## config.mk

```make
export PLATFORM = sky130hd
export DESIGN_NAME = abs_max_min_pipe
export DESIGN_NICKNAME = d
export VERILOG_FILES = /design/src/rtl/abs_max_min_pkg.sv /design/src/rtl/sat_sub.sv /design/src/rtl/abs_max_min_pipe.sv
export SDC_FILE = /design/constraint.sdc
export NUM_CORES = 1
export LEC_CHECK = 0
export CAP_MARGIN = 20
export CORE_ASPECT_RATIO = 1.5
export CORE_MARGIN = 3
export CORE_UTILIZATION = 40
export CTS_BUF_LIST = sky130_fd_sc_hd__clkbuf_4 sky130_fd_sc_hd__clkbuf_8
export DETAILED_ROUTE_END_ITERATION = 7
export PLACE_DENSITY_LB_ADDON = 0.1
export SKIP_LAST_GASP = 1
export SLEW_MARGIN = 10
export SYNTH_ARGS = -nofsm -noshare
export SYNTH_HDL_FRONTEND = slang
export SYNTH_SLANG_ARGS = --single-unit
```

## constraint.sdc

```tcl
create_clock -name clk -period 5.7 [get_ports clk]
set_input_delay 0.57 -clock clk [delete_from_list [all_inputs] [get_ports clk]]
set_output_delay 0.57 -clock clk [all_outputs]
set_load 0.005 [all_outputs]
```

## src/rtl/abs_max_min_pkg.sv

```systemverilog
// Shared mode codes and running-frame FSM encoding for the abs/max/min pipeline.
package abs_max_min_pkg;

  localparam logic [2:0] MODE_ABS     = 3'd0;
  localparam logic [2:0] MODE_MAX     = 3'd1;
  localparam logic [2:0] MODE_MIN     = 3'd2;
  localparam logic [2:0] MODE_SUB     = 3'd3;
  localparam logic [2:0] MODE_RUN_MAX = 3'd4;
  localparam logic [2:0] MODE_RUN_MIN = 3'd5;

  typedef enum logic [0:0] {
    ST_IDLE  = 1'b0,
    ST_ACCUM = 1'b1
  } run_state_e;

endpackage

```

## src/rtl/sat_sub.sv

```systemverilog
// WIDTH+1-bit subtractor A-B with saturation to the signed or unsigned WIDTH-bit range.
module sat_sub #(
  parameter int WIDTH  = 8,
  parameter bit SIGNED = 1'b1
) (
  input  logic [WIDTH-1:0] a_i,
  input  logic [WIDTH-1:0] b_i,
  output logic [WIDTH:0]   diff_o,
  output logic [WIDTH-1:0] sat_o,
  output logic             sat_flag_o,
  output logic             lt_o
);

  localparam logic [WIDTH-1:0] SMAX = {1'b0, {(WIDTH-1){1'b1}}};
  localparam logic [WIDTH-1:0] SMIN = {1'b1, {(WIDTH-1){1'b0}}};

  logic a_ext;
  logic b_ext;

  assign a_ext  = SIGNED ? a_i[WIDTH-1] : 1'b0;
  assign b_ext  = SIGNED ? b_i[WIDTH-1] : 1'b0;
  assign diff_o = {a_ext, a_i} - {b_ext, b_i};

  // The extra bit makes the difference exact, so its MSB is the true sign / borrow.
  assign lt_o = diff_o[WIDTH];

  always_comb begin
    sat_o      = diff_o[WIDTH-1:0];
    sat_flag_o = 1'b0;
    if (SIGNED) begin
      if (diff_o[WIDTH] != diff_o[WIDTH-1]) begin
        sat_flag_o = 1'b1;
        sat_o      = diff_o[WIDTH] ? SMIN : SMAX;
      end
    end else if (diff_o[WIDTH]) begin
      sat_flag_o = 1'b1;
      sat_o      = '0;
    end
  end

endmodule

```

## src/rtl/abs_max_min_pipe.sv

```systemverilog
// Two-stage ABS/MAX/MIN/SUB pipeline with running max/min frames and valid/ready flow control.
//   state    | meaning
//   ST_IDLE  | no open running frame; beats decoded by their own mode
//   ST_ACCUM | running frame open; every beat folds A into acc with the latched mode
module abs_max_min_pipe
  import abs_max_min_pkg::*;
#(
  parameter int WIDTH  = 8,
  parameter bit SIGNED = 1'b1
) (
  input  logic             clk,
  input  logic             rst,
  input  logic             in_valid,
  output logic             in_ready,
  input  logic [WIDTH-1:0] in_a,
  input  logic [WIDTH-1:0] in_b,
  input  logic [2:0]       in_sel,
  input  logic             in_last,
  output logic             out_valid,
  input  logic             out_ready,
  output logic [WIDTH-1:0] out_result,
  output logic             out_flag,
  output logic             out_last
);

  logic             s2_adv;
  logic             s1_adv;
  logic             s1_fire;

  logic [WIDTH:0]   sub_diff;
  logic [WIDTH-1:0] sub_sat;
  logic             sub_satf;
  logic             sub_lt;

  logic             s1_v_q;
  logic [WIDTH-1:0] a_q;
  logic [WIDTH-1:0] b_q;
  logic [2:0]       mode_q;
  logic             last_in_q;
  logic [WIDTH:0]   diff_q;
  logic [WIDTH-1:0] sat_q;
  logic             satf_q;
  logic             lt_q;

  run_state_e       state_q, state_d;
  logic [WIDTH-1:0] acc_q, acc_d;
  logic             fmax_q, fmax_d;

  logic             s2_v_q, s2_v_d;
  logic [WIDTH-1:0] res_q, res_d;
  logic             flag_q, flag_d;
  logic             olast_q, olast_d;

  logic [WIDTH-1:0] abs_val;
  logic             gt_s1;
  logic [WIDTH-1:0] run_pick;

  function automatic logic less(input logic [WIDTH-1:0] x, input logic [WIDTH-1:0] y);
    if (SIGNED) return $signed(x) < $signed(y);
    else        return x < y;
  endfunction

  assign s2_adv   = !s2_v_q || out_ready;
  assign s1_adv   = !s1_v_q || s2_adv;
  assign s1_fire  = s1_v_q && s2_adv;
  assign in_ready = s1_adv;

  sat_sub #(
    .WIDTH  (WIDTH),
    .SIGNED (SIGNED)
  ) u_sat_sub (
    .a_i        (in_a),
    .b_i        (in_b),
    .diff_o     (sub_diff),
    .sat_o      (sub_sat),
    .sat_flag_o (sub_satf),
    .lt_o       (sub_lt)
  );

  always_ff @(posedge clk) begin
    if (rst) begin
      s1_v_q    <= 1'b0;
      a_q       <= '0;
      b_q       <= '0;
      mode_q    <= MODE_ABS;
      last_in_q <= 1'b0;
      diff_q    <= '0;
      sat_q     <= '0;
      satf_q    <= 1'b0;
      lt_q      <= 1'b0;
    end else if (s1_adv) begin
      s1_v_q <= in_valid;
      if (in_valid) begin
        a_q       <= in_a;
        b_q       <= in_b;
        mode_q    <= in_sel;
        last_in_q <= in_last;
        diff_q    <= sub_diff;
        sat_q     <= sub_sat;
        satf_q    <= sub_satf;
        lt_q      <= sub_lt;
      end
    end
  end

  // |A-B| always fits WIDTH unsigned bits because the registered difference is exact.
  assign abs_val  = diff_q[WIDTH] ? (~diff_q[WIDTH-1:0] + WIDTH'(1)) : diff_q[WIDTH-1:0];
  assign gt_s1    = !diff_q[WIDTH] && (diff_q != '0);
  assign run_pick = fmax_q ? (less(acc_q, a_q) ? a_q : acc_q)
                           : (less(a_q, acc_q) ? a_q : acc_q);

  always_ff @(posedge clk) begin
    if (rst) state_q <= ST_IDLE;
    else     state_q <= state_d;
  end

  always_comb begin
    state_d = state_q;
    if (s1_fire) begin
      case (state_q)
        ST_IDLE: begin
          if ((mode_q == MODE_RUN_MAX || mode_q == MODE_RUN_MIN) && !last_in_q)
            state_d = ST_ACCUM;
        end
        ST_ACCUM: begin
          if (last_in_q) state_d = ST_IDLE;
        end
        default: state_d = ST_IDLE;
      endcase
    end
  end

  always_comb begin
    s2_v_d  = s2_adv ? 1'b0 : s2_v_q;
    res_d   = res_q;
    flag_d  = flag_q;
    olast_d = olast_q;
    acc_d   = acc_q;
    fmax_d  = fmax_q;
    if (s1_fire) begin
      if (state_q == ST_ACCUM) begin
        acc_d = run_pick;
        if (last_in_q) begin
          s2_v_d  = 1'b1;
          res_d   = run_pick;
          flag_d  = 1'b0;
          olast_d = 1'b1;
        end
      end else begin
        case (mode_q)
          MODE_ABS: begin
            s2_v_d  = 1'b1;
            res_d   = abs_val;
            flag_d  = 1'b0;
            olast_d = 1'b0;
          end
          MODE_MAX: begin
            s2_v_d  = 1'b1;
            res_d   = lt_q ? b_q : a_q;
            flag_d  = 1'b0;
            olast_d = 1'b0;
          end
          MODE_MIN: begin
            s2_v_d  = 1'b1;
            res_d   = gt_s1 ? b_q : a_q;
            flag_d  = 1'b0;
            olast_d = 1'b0;
          end
          MODE_SUB: begin
            s2_v_d  = 1'b1;
            res_d   = sat_q;
            flag_d  = satf_q;
            olast_d = 1'b0;
          end
          MODE_RUN_MAX, MODE_RUN_MIN: begin
            if (last_in_q) begin
              s2_v_d  = 1'b1;
              res_d   = a_q;
              flag_d  = 1'b0;
              olast_d = 1'b1;
            end else begin
              acc_d  = a_q;
              fmax_d = (mode_q == MODE_RUN_MAX);
            end
          end
          default: begin
            s2_v_d  = 1'b1;
            res_d   = '0;
            flag_d  = 1'b1;
            olast_d = 1'b0;
          end
        endcase
      end
    end
  end

  always_ff @(posedge clk) begin
    if (rst) begin
      s2_v_q  <= 1'b0;
      res_q   <= '0;
      flag_q  <= 1'b0;
      olast_q <= 1'b0;
      acc_q   <= '0;
      fmax_q  <= 1'b0;
    end else begin
      s2_v_q  <= s2_v_d;
      res_q   <= res_d;
      flag_q  <= flag_d;
      olast_q <= olast_d;
      acc_q   <= acc_d;
      fmax_q  <= fmax_d;
    end
  end

  assign out_valid  = s2_v_q;
  assign out_result = res_q;
  assign out_flag   = flag_q;
  assign out_last   = olast_q;

endmodule
```

### After elaboration in Yosys (flattened, before gate mapping)

Index checks and enable logic that the tools add are counted.

| storage, ports and cells | value |
|---|---|
| logic and storage cells | 81 |
| bits in registers | 61 |
| output and inout port bits | 12 |
| input port bits | 24 |

| cells by class | value |
|---|---|
| bitwise operators | 3 |
| mux-type cells | 30 |
| $lt $le $gt $ge | 2 |
| equal/unequal tests | 9 |
| reductions and logical operators | 19 |
| $add $sub $neg | 2 |

Operator list:

| kind | count |
|---|---|
| $mux 8 | 14 |
| $pmux 8 s5 | 1 |
| $lt 8x8->1 | 2 |
| $mux 1 | 13 |
| $reduce_bool 9->1 | 1 |
| $sub 8x8->9 | 1 |
| $add 8x1->8 const B | 1 |
| $not 8->8 | 1 |
| $eq 3x2->1 const B | 2 |
| $eq 3x3->1 const B | 2 |
| $reduce_and 3->1 | 2 |
| $logic_not 1->1 | 4 |
| $ne 2x2->1 const B | 2 |
| $reduce_and 4->1 | 1 |
| $eq 3x1->1 const B | 1 |
| $logic_and 1x1->1 | 3 |
| $logic_not 3->1 | 1 |
| $logic_or 1x1->1 | 3 |
| $pmux 1 s3 | 1 |
| $reduce_or 3->1 | 1 |
| $ne 2x1->1 const B | 1 |
| $not 1->1 | 2 |
| $pmux 1 s2 | 1 |
| $reduce_and 2->1 | 1 |
| other kinds (3) | 3 |

### Depth between registers and ports, before layout

Gate-level depths: netlist (run 1).

| logic depth | value |
|---|---|
| word-level depth | 7 |
| mapped depth | 14 |
| gate-level depth less buffers | 13 |

### By module

A second synthesis (run 1) with hierarchy kept.

| second synthesis, totals | value |
|---|---|
| cells, all modules | 551 |
| area, all modules | 4,096.4 um^2 |

Modules (own cells, without submodules):

| module | area an instance (um^2) | times used | cells each |
|---|---|---|---|
| abs_max_min_pipe | 3,413.3 | 1 | 453 |
| sat_sub | 683.2 | 1 | 98 |

### Least setup slack after synthesis (run 1)

Ideal clock, no wire load.

| timing path | value |
|---|---|
| kind | input-to-reg |
| from | in in_a[0] |
| to | reg sat_q[5] |
| setup slack | 2.242 ns |
| stages | 14 |
| data required time | 5.609 ns |
| path buffers | 2 |
| data arrival time | 3.367 ns |
| cell sequence | inv_1 -> ha_1 -> inv_1 -> fa_1 -> a21o_1 -> a21o_1 -> a2111oi_0 -> nor2_1 -> inv_1 -> ha_1 -> buf_1 -> or3_1 -> clkbuf_1 -> a311oi_1 |

| between the ends | value |
|---|---|
| word-level cells in the longest chain between the ends | 3 |
| elaborated cells between the ends (all ways) | 4 |

Ends and longest elaborated chain:

| element | line | RTL |
|---|---|---|
| start: declaration | abs_max_min_pipe.sv:15 | `input logic [WIDTH-1:0] in_a,` |
| $sub 8x8->9 * | sat_sub.sv:22 | `assign diff_o = {a_ext, a_i} - {b_ext, b_i};` |
| via sub_diff[8] | abs_max_min_pipe.sv:30 | `logic [WIDTH:0] sub_diff;` |
| $mux 8 / $ne 1x1->1 (equally long branches) | sat_sub.sv:33, sat_sub.sv:31 |  |
| $mux 8 * | sat_sub.sv:31 | `if (diff_o[WIDTH] != diff_o[WIDTH-1]) begin` |
| end signal: assignment | abs_max_min_pipe.sv:99 | `sat_q <= sub_sat;` |
| end: declaration | abs_max_min_pipe.sv:41 | `logic [WIDTH-1:0] sat_q;` |

Mark *: on every way through the listed nets, which the timed path passes. The rest lies on a longest branch.
A chain may end at the register's enable or synchronous reset.

### Worst setup path after layout (run 1)

| timing path | value |
|---|---|
| from | in in_a[0] |
| to | reg sat_q[0] |

The elaborated chain is that of the path after synthesis.

==> results of run 1 <==
-- metal layers --
metal | track usage [%] | part of all wire, %
met4 | 8.01 | 2.2
met1 | 23.0 | 41
met5 | 0 | 0
met2 | 35.9 | 53
met3 | 4.08 | 2.8
-- cell usage after synthesis (4+ instances only) --
cell type / instances
a211oi_1: 12
a21o_1: 4
a21oi_1: 60
a22oi_1: 4
a311o_1: 4
a311oi_1: 5
and4_1: 6
clkbuf_1: 25
dfxtp_1: 60
ha_1: 19
inv_1: 32
mux2i_1: 9
nand2_1: 77
nand2b_1: 20
nand3_1: 9
nand3b_1: 6
nor2_1: 30
nor2b_1: 5
nor3_1: 6
nor3b_1: 4
o2111ai_1: 5
o211ai_1: 8
o21a_1: 7
o21ai_0: 8
o31ai_1: 7
xnor2_1: 6
-- worst min-delay path, delay by kind of cell (launching register included) --
family	cells	cell delay, ns
AO/OA/AOI/OAI	1	0.05
flip-flops	1	0.32
AND/OR/NAND/NOR	1	0.06
-- final timing paths --
check                                to  slack (ns)  cells after the start
max               sat_q[0]$_SDFFE_PP0P_        1.78                     13
min                 b_q[6]$_SDFFE_PP0P_        0.48                      2
max reg2reg  out_result[4]$_SDFFE_PP0P_        3.18                      6
min reg2reg         b_q[6]$_SDFFE_PP0P_        0.48                      2
-- placed cells by master, fill, tap and decap left out, drive strengths merged, types with 6 or more instances in the layout --
master,instances
nand3b,6
nor3,6
clkbuf,12
nand2,77
inv,32
a211oi,12
ha,19
dfxtp,60
clkdlybuf4s50,34
mux2i,9
nor2,30
and4,6
nand2b,20
nand3,9
a21oi,61
o211ai,8
o21a,7
xnor2,6
o21ai,8
o31ai,7
-- final cells by class --
| class | count | area (µm²) |
|---|---|---|
| clock buffers | 12 | 159 |
| inverters | 32 | 120 |
| fillers | 927 | 4640 |
| repair buffers | 38 | 368 |
| flip-flops and latches | 60 | 1200 |
| multi-input cells | 368 | 2360 |
| clock inverters | 4 | 47.5 |
| well taps | 110 | 138 |
-- cells by family after synthesis --
group | after synthesis | share of synthesized area (%)
xor+xnor | 8 | 1.85
mux | 14 | 3.86
simple gates | 178 | 23.1
compound gates | 148 | 26.7
flops | 60 | 31.7
fa+ha+maj | 20 | 6.80
buf+inv | 60 | 6.01
-- state kept, by name, summed over array words and instances, names as in the netlist, 3 cells and up --
register	cells
a_q	8
acc_q	8
b_q	8
diff_q	9
mode_q	3
out_result	8
sat_q	8
-- power by group --
| group | internal (W) | switching, W |
|---|---|---|
| clock | 0.000229 | 0.000167 |
| sequential | 0.000449 | 0.0000392 |
| combinational | 0.000116 | 0.000150 |
-- per-stage QoR --
step	hold WS (ns)	total power, W
final	0.478	0.00115
after global routing	0.506	0.00121
after CTS	0.478	0.00116
after detailed placement	0.470	0.000763
after global placement	0.461	0.000758
after floorplan	0.432	0.000675
==> reports/results.ini, run 1 <==
[run_status]
outcome=finished, final reports clean

[timing]
rsz0062_at_grt=no
fin_skew_ns=0.00812
finalHoldViolations=0
slew_headroom_pct=37.9
fin_tns_setup_ns=0
period_share_pct=68.8
setup_slack_ns=1.78
setup_viol=0
drv_slew=0
fmax_ghz=0.255
worstMarginPinSlew_ns=0.920
final.min_clock_period_ns=3.92

[placement]
place_congestion=0.808
dpl_cell_area_mm2=0.00419
placed_cells=608
hpwl_um=8040
portBuffers=35
dp_worst_setup_slack_ns=1.42

[clock_network]
clk_path_buf_depth=2
cts_buffers=9
cts_tree=yes
cts_sinks=60
root_buffer=clkbuf_8
hold_buffers=0
cts_resized=0
clk_latency_ns=0.35
cts_setup_buffers=0
clkTransAtPathRegs_ns=0.07
htree_levels=3

[yosys]
synthCells=488
ys_ff_latch=60
async_flop_share_pct=0
netlist_top_cells_area=dfxtp_1, a21oi_1, nand2_1
syn_nets=532
synth_top_area_share_pct=31.7
syn_area_mm2=0.00379
syn_area_per_cell_um2=7.77
synth-seq-area-share_pct=31.7
ys_types=57
ys_warn_count=0
yosys_most_used_dff=dfxtp_1
synth_area_leader_cell=dfxtp_1
synth_edf_count=0

[route]
drt_iter0_drc=175
postRouteAntennaNets=0
wl_per_cell_um=16.8
drc=0
via_per_inst=5.68
detail_route.first_pass.iterations=4
routed_wl_um=10500
vias=3542

[global_route]
antenna_found_initial=0
grt_max_degree=73
grt_first_pass_wirelength_um=17000
first_global_vias=3356
track_usage_pct=20.1
grt_overflow=0

[floorplan]
die_y_um=125
initial_core_util_pct=41.9
core_mm2=0.00904
fp.dieArea_mm2=0.0107
die_w_um=85.5
num_io_pins=36
rows=42

[final_layout]
n_antenna_cell=0
fin_nets=553
utilization_pct=48.6
final_cells=624
drive_above_1_share_pct=5.45
syn_to_final_growth_pct=15.9
final_area_mm2=0.00440

[setup_path]
crit_slowest_cell=a2111oi_0
rr_startpoint=mode_q[1]$_SDFFE_PP0P_
cp-end-kind=flip-flop
crit_path_max_incr_delay_ns=0.66
path_class=in2reg
worstSetupStartpoint=in_a[0]
start_kind=input port
cp_common_cell=inv_1
cp_cell_sequence=clkdlybuf4s50_1, inv_1, ha_1, inv_1, fa_1, a21o_1, a21o_1, a2111oi_0, nor2_1, inv_1, ha_1, or3_1, a311oi_1
crit_fanout=10
crit_buf_inv=4
crit_arrival_ns=4.18
required_ns=5.96
crit_family=compound AO/OA/AOI/OAI gates

[min_path]
hold_class=reg2reg
hp-start=b_q[6]$_SDFFE_PP0P_

[power_and_ir_drop]
power.density_mw_per_mm2=262
p_leak_nw=1.63
max-vdd-ir-drop_v=0.000151

[job]
drv_cap=0

(Power assumes the default switching activity.)
==> run 2: changes to the inputs <==
==> constraint.sdc (replaced) <==
create_clock -name clk -period 3.6 [get_ports clk]
set_input_delay 0.36 -clock clk [delete_from_list [all_inputs] [get_ports clk]]
set_output_delay 0.36 -clock clk [all_outputs]
set_load 0.005 [all_outputs]
==> reports/results.ini, run 2 (synthesis gave the netlist of run 1 again) <==
[final_layout]
utilization_pct=48.6  ; about the same
top_register=diff_q
regArea_mm2=0.00120  ; unchanged
multi_input_area_mm2=0.00236  ; unchanged
largest_register_ffs=9  ; unchanged
final_common_cell=nand2_1
layout_common_cells=nand2_1, a21oi_1, dfxtp_1
syn_to_final_growth_pct=15.9  ; about the same
fill_cells=952  ; +2.7%
fin_nets=559  ; +1.1%
n_antenna_cell=0  ; unchanged
drive_above_1_share_pct=6.18  ; +0.73 points
final_area_mm2=0.00439  ; about the same
final_cells=628  ; +0.64%

[power_and_ir_drop]
p_comb_share_pct=25.4  ; +2.3 points
max-vdd-ir-drop_v=0.000288  ; +90%
swShare_pct=32.0  ; +1.0 points
clkPwrFrac_pct=29.9  ; -4.6 points
p_leak_nw=1.65  ; +0.77%
seqPwrFrac_pct=44.7  ; +2.2 points
switching_power_w=0.000550  ; +54%
intPower_w=0.00117  ; +47%
power.density_mw_per_mm2=392  ; +50%

[min_path]
hold_class=reg2reg
hp-start=acc_q[1]$_SDFFE_PP0P_

[route]
via_per_inst=5.54  ; -2.5%
postRouteAntennaNets=0  ; unchanged
vias=3476  ; -1.9%
drc=0  ; unchanged
routed_wl_um=10400  ; -1.2%
drt_iter0_drc=155  ; -11%
wl_per_cell_um=16.5  ; -1.8%
detail_route.first_pass.iterations=4  ; unchanged

[timing]
fin_skew_ns=0.00884  ; +0.000727 ns
setup_viol=0  ; unchanged
drv_slew=0  ; unchanged
whs_ns=0.477  ; -0.00107 ns
finalHoldViolations=0  ; unchanged
slew_headroom_pct=41.6  ; +3.7 points
final.min_clock_period_ns=3.47
worstMarginPinSlew_ns=0.866  ; -0.0543 ns
period_share_pct=96.5
rsz0062_at_grt=no
fmax_ghz=0.288

[setup_path]
crit_arrival_ns=3.72  ; -0.46 ns
worstSetupStartpoint=in_b[0]
required_ns=3.85  ; -2.11 ns
path_class=in2reg
rr_startpoint=a_q[7]$_SDFFE_PP0P_
start_kind=input port
cp-end-kind=flip-flop
crit_fanout=6  ; -4

[global_route]
grt_use_met3_pct=3.42  ; -0.66 points
use_met2_pct=35.2  ; -0.69 points
first_global_vias=3316  ; -1.2%
grt_max_degree=43  ; -41%
grt_first_pass_wirelength_um=17000  ; unchanged
gr-max-usage-layer=met2
grt_overflow=0  ; unchanged
use_met1_pct=23.6  ; +0.60 points
antenna_found_initial=0  ; unchanged
track_usage_pct=20.1  ; -0.043 points

[clock_network]
cts_tree=yes
hold_buffers=0  ; unchanged
clk_latency_ns=0.35  ; about the same
clkTransAtPathRegs_ns=0.06  ; about the same
htree_levels=3  ; unchanged
root_buffer=clkbuf_8
cts_setup_buffers=0  ; unchanged
cts_buffers=9  ; unchanged
cts_sinks=60  ; unchanged
cts_resized=0  ; unchanged
clk_path_buf_depth=2  ; unchanged

[floorplan]
rows=42  ; unchanged
initial_core_util_pct=41.9  ; unchanged
fp.dieArea_mm2=0.0107  ; unchanged
die_w_um=85.5  ; unchanged
die_y_um=125  ; unchanged
core_mm2=0.00904  ; unchanged
num_io_pins=36  ; unchanged

[placement]
place_congestion=0.785  ; -2.9%
placed_cells=614  ; +0.99%
dpl_cell_area_mm2=0.00423  ; +1.1%
portBuffers=35  ; unchanged
hpwl_um=8020  ; -0.19%

[run_status]
outcome=finished, final reports clean

[job]
drv_cap=0  ; unchanged

run 2: worst paths after layout:
path,to,slack (ns),cells past startpoint
worst max-delay path,sat_q[5]$_SDFFE_PP0P_,0.13,13
worst min register to register,acc_q[1]$_SDFFE_PP0P_,0.48,2
worst min-delay path,acc_q[1]$_SDFFE_PP0P_,0.48,2
worst max register to register,out_result[6]$_SDFFE_PP0P_,1.09,7
run 2: layer usage:
metal | routed length (µm) | up-vias
met3 | 279 | 14
met4 | 218 | 0
li1 | - | 1807
met5 | 0 | -
met1 | 4350 | 1611
met2 | 5510 | 44
run 2: layout make-up:
cell class,count,area share (%)
clock buffer,11,3.30
clock inverter,3,0.342
inverter,32,2.73
multi-input combinational,368,53.8
sequential,60,27.3
tap,110,3.13
timing repair buffer,44,9.40
run 2: per-stage QoR:
stage | setup TNS (ns) | power [W] | setup slack [ns]
2_1_floorplan | 0 | 0.00107 | 0.352
3_3_place_gp | -0.736 | 0.00122 | -0.159
4_1_cts | 0 | 0.00174 | 0.104
3_5_place_dp | -1.27 | 0.00122 | -0.265
5_1_grt | 0 | 0.00182 | 0.00106
6_report | 0 | 0.00172 | 0.127
run 2: power groups by stage:
stage          registers [W]  logic, W  clock network (W)
4_1_cts             0.000769  0.000441           0.000532
3_3_place_gp        0.000784  0.000434                  0
3_5_place_dp        0.000784  0.000439                  0
2_1_floorplan       0.000758  0.000310                  0
6_report            0.000769  0.000437           0.000515
5_1_grt             0.000777  0.000488           0.000554
run 2: worst max-delay path, stage by stage:
cell             delay, ns
clkdlybuf4s50_1       0.49
ha_1                  0.17
inv_1                 0.05
fa_1                  0.39
a21o_1                0.20
a21o_1                0.18
a2111oi_0             0.54
buf_4                 0.21
nor2_1                0.05
inv_1                 0.08
ha_1                  0.24
or3_1                 0.47
a311oi_1              0.29
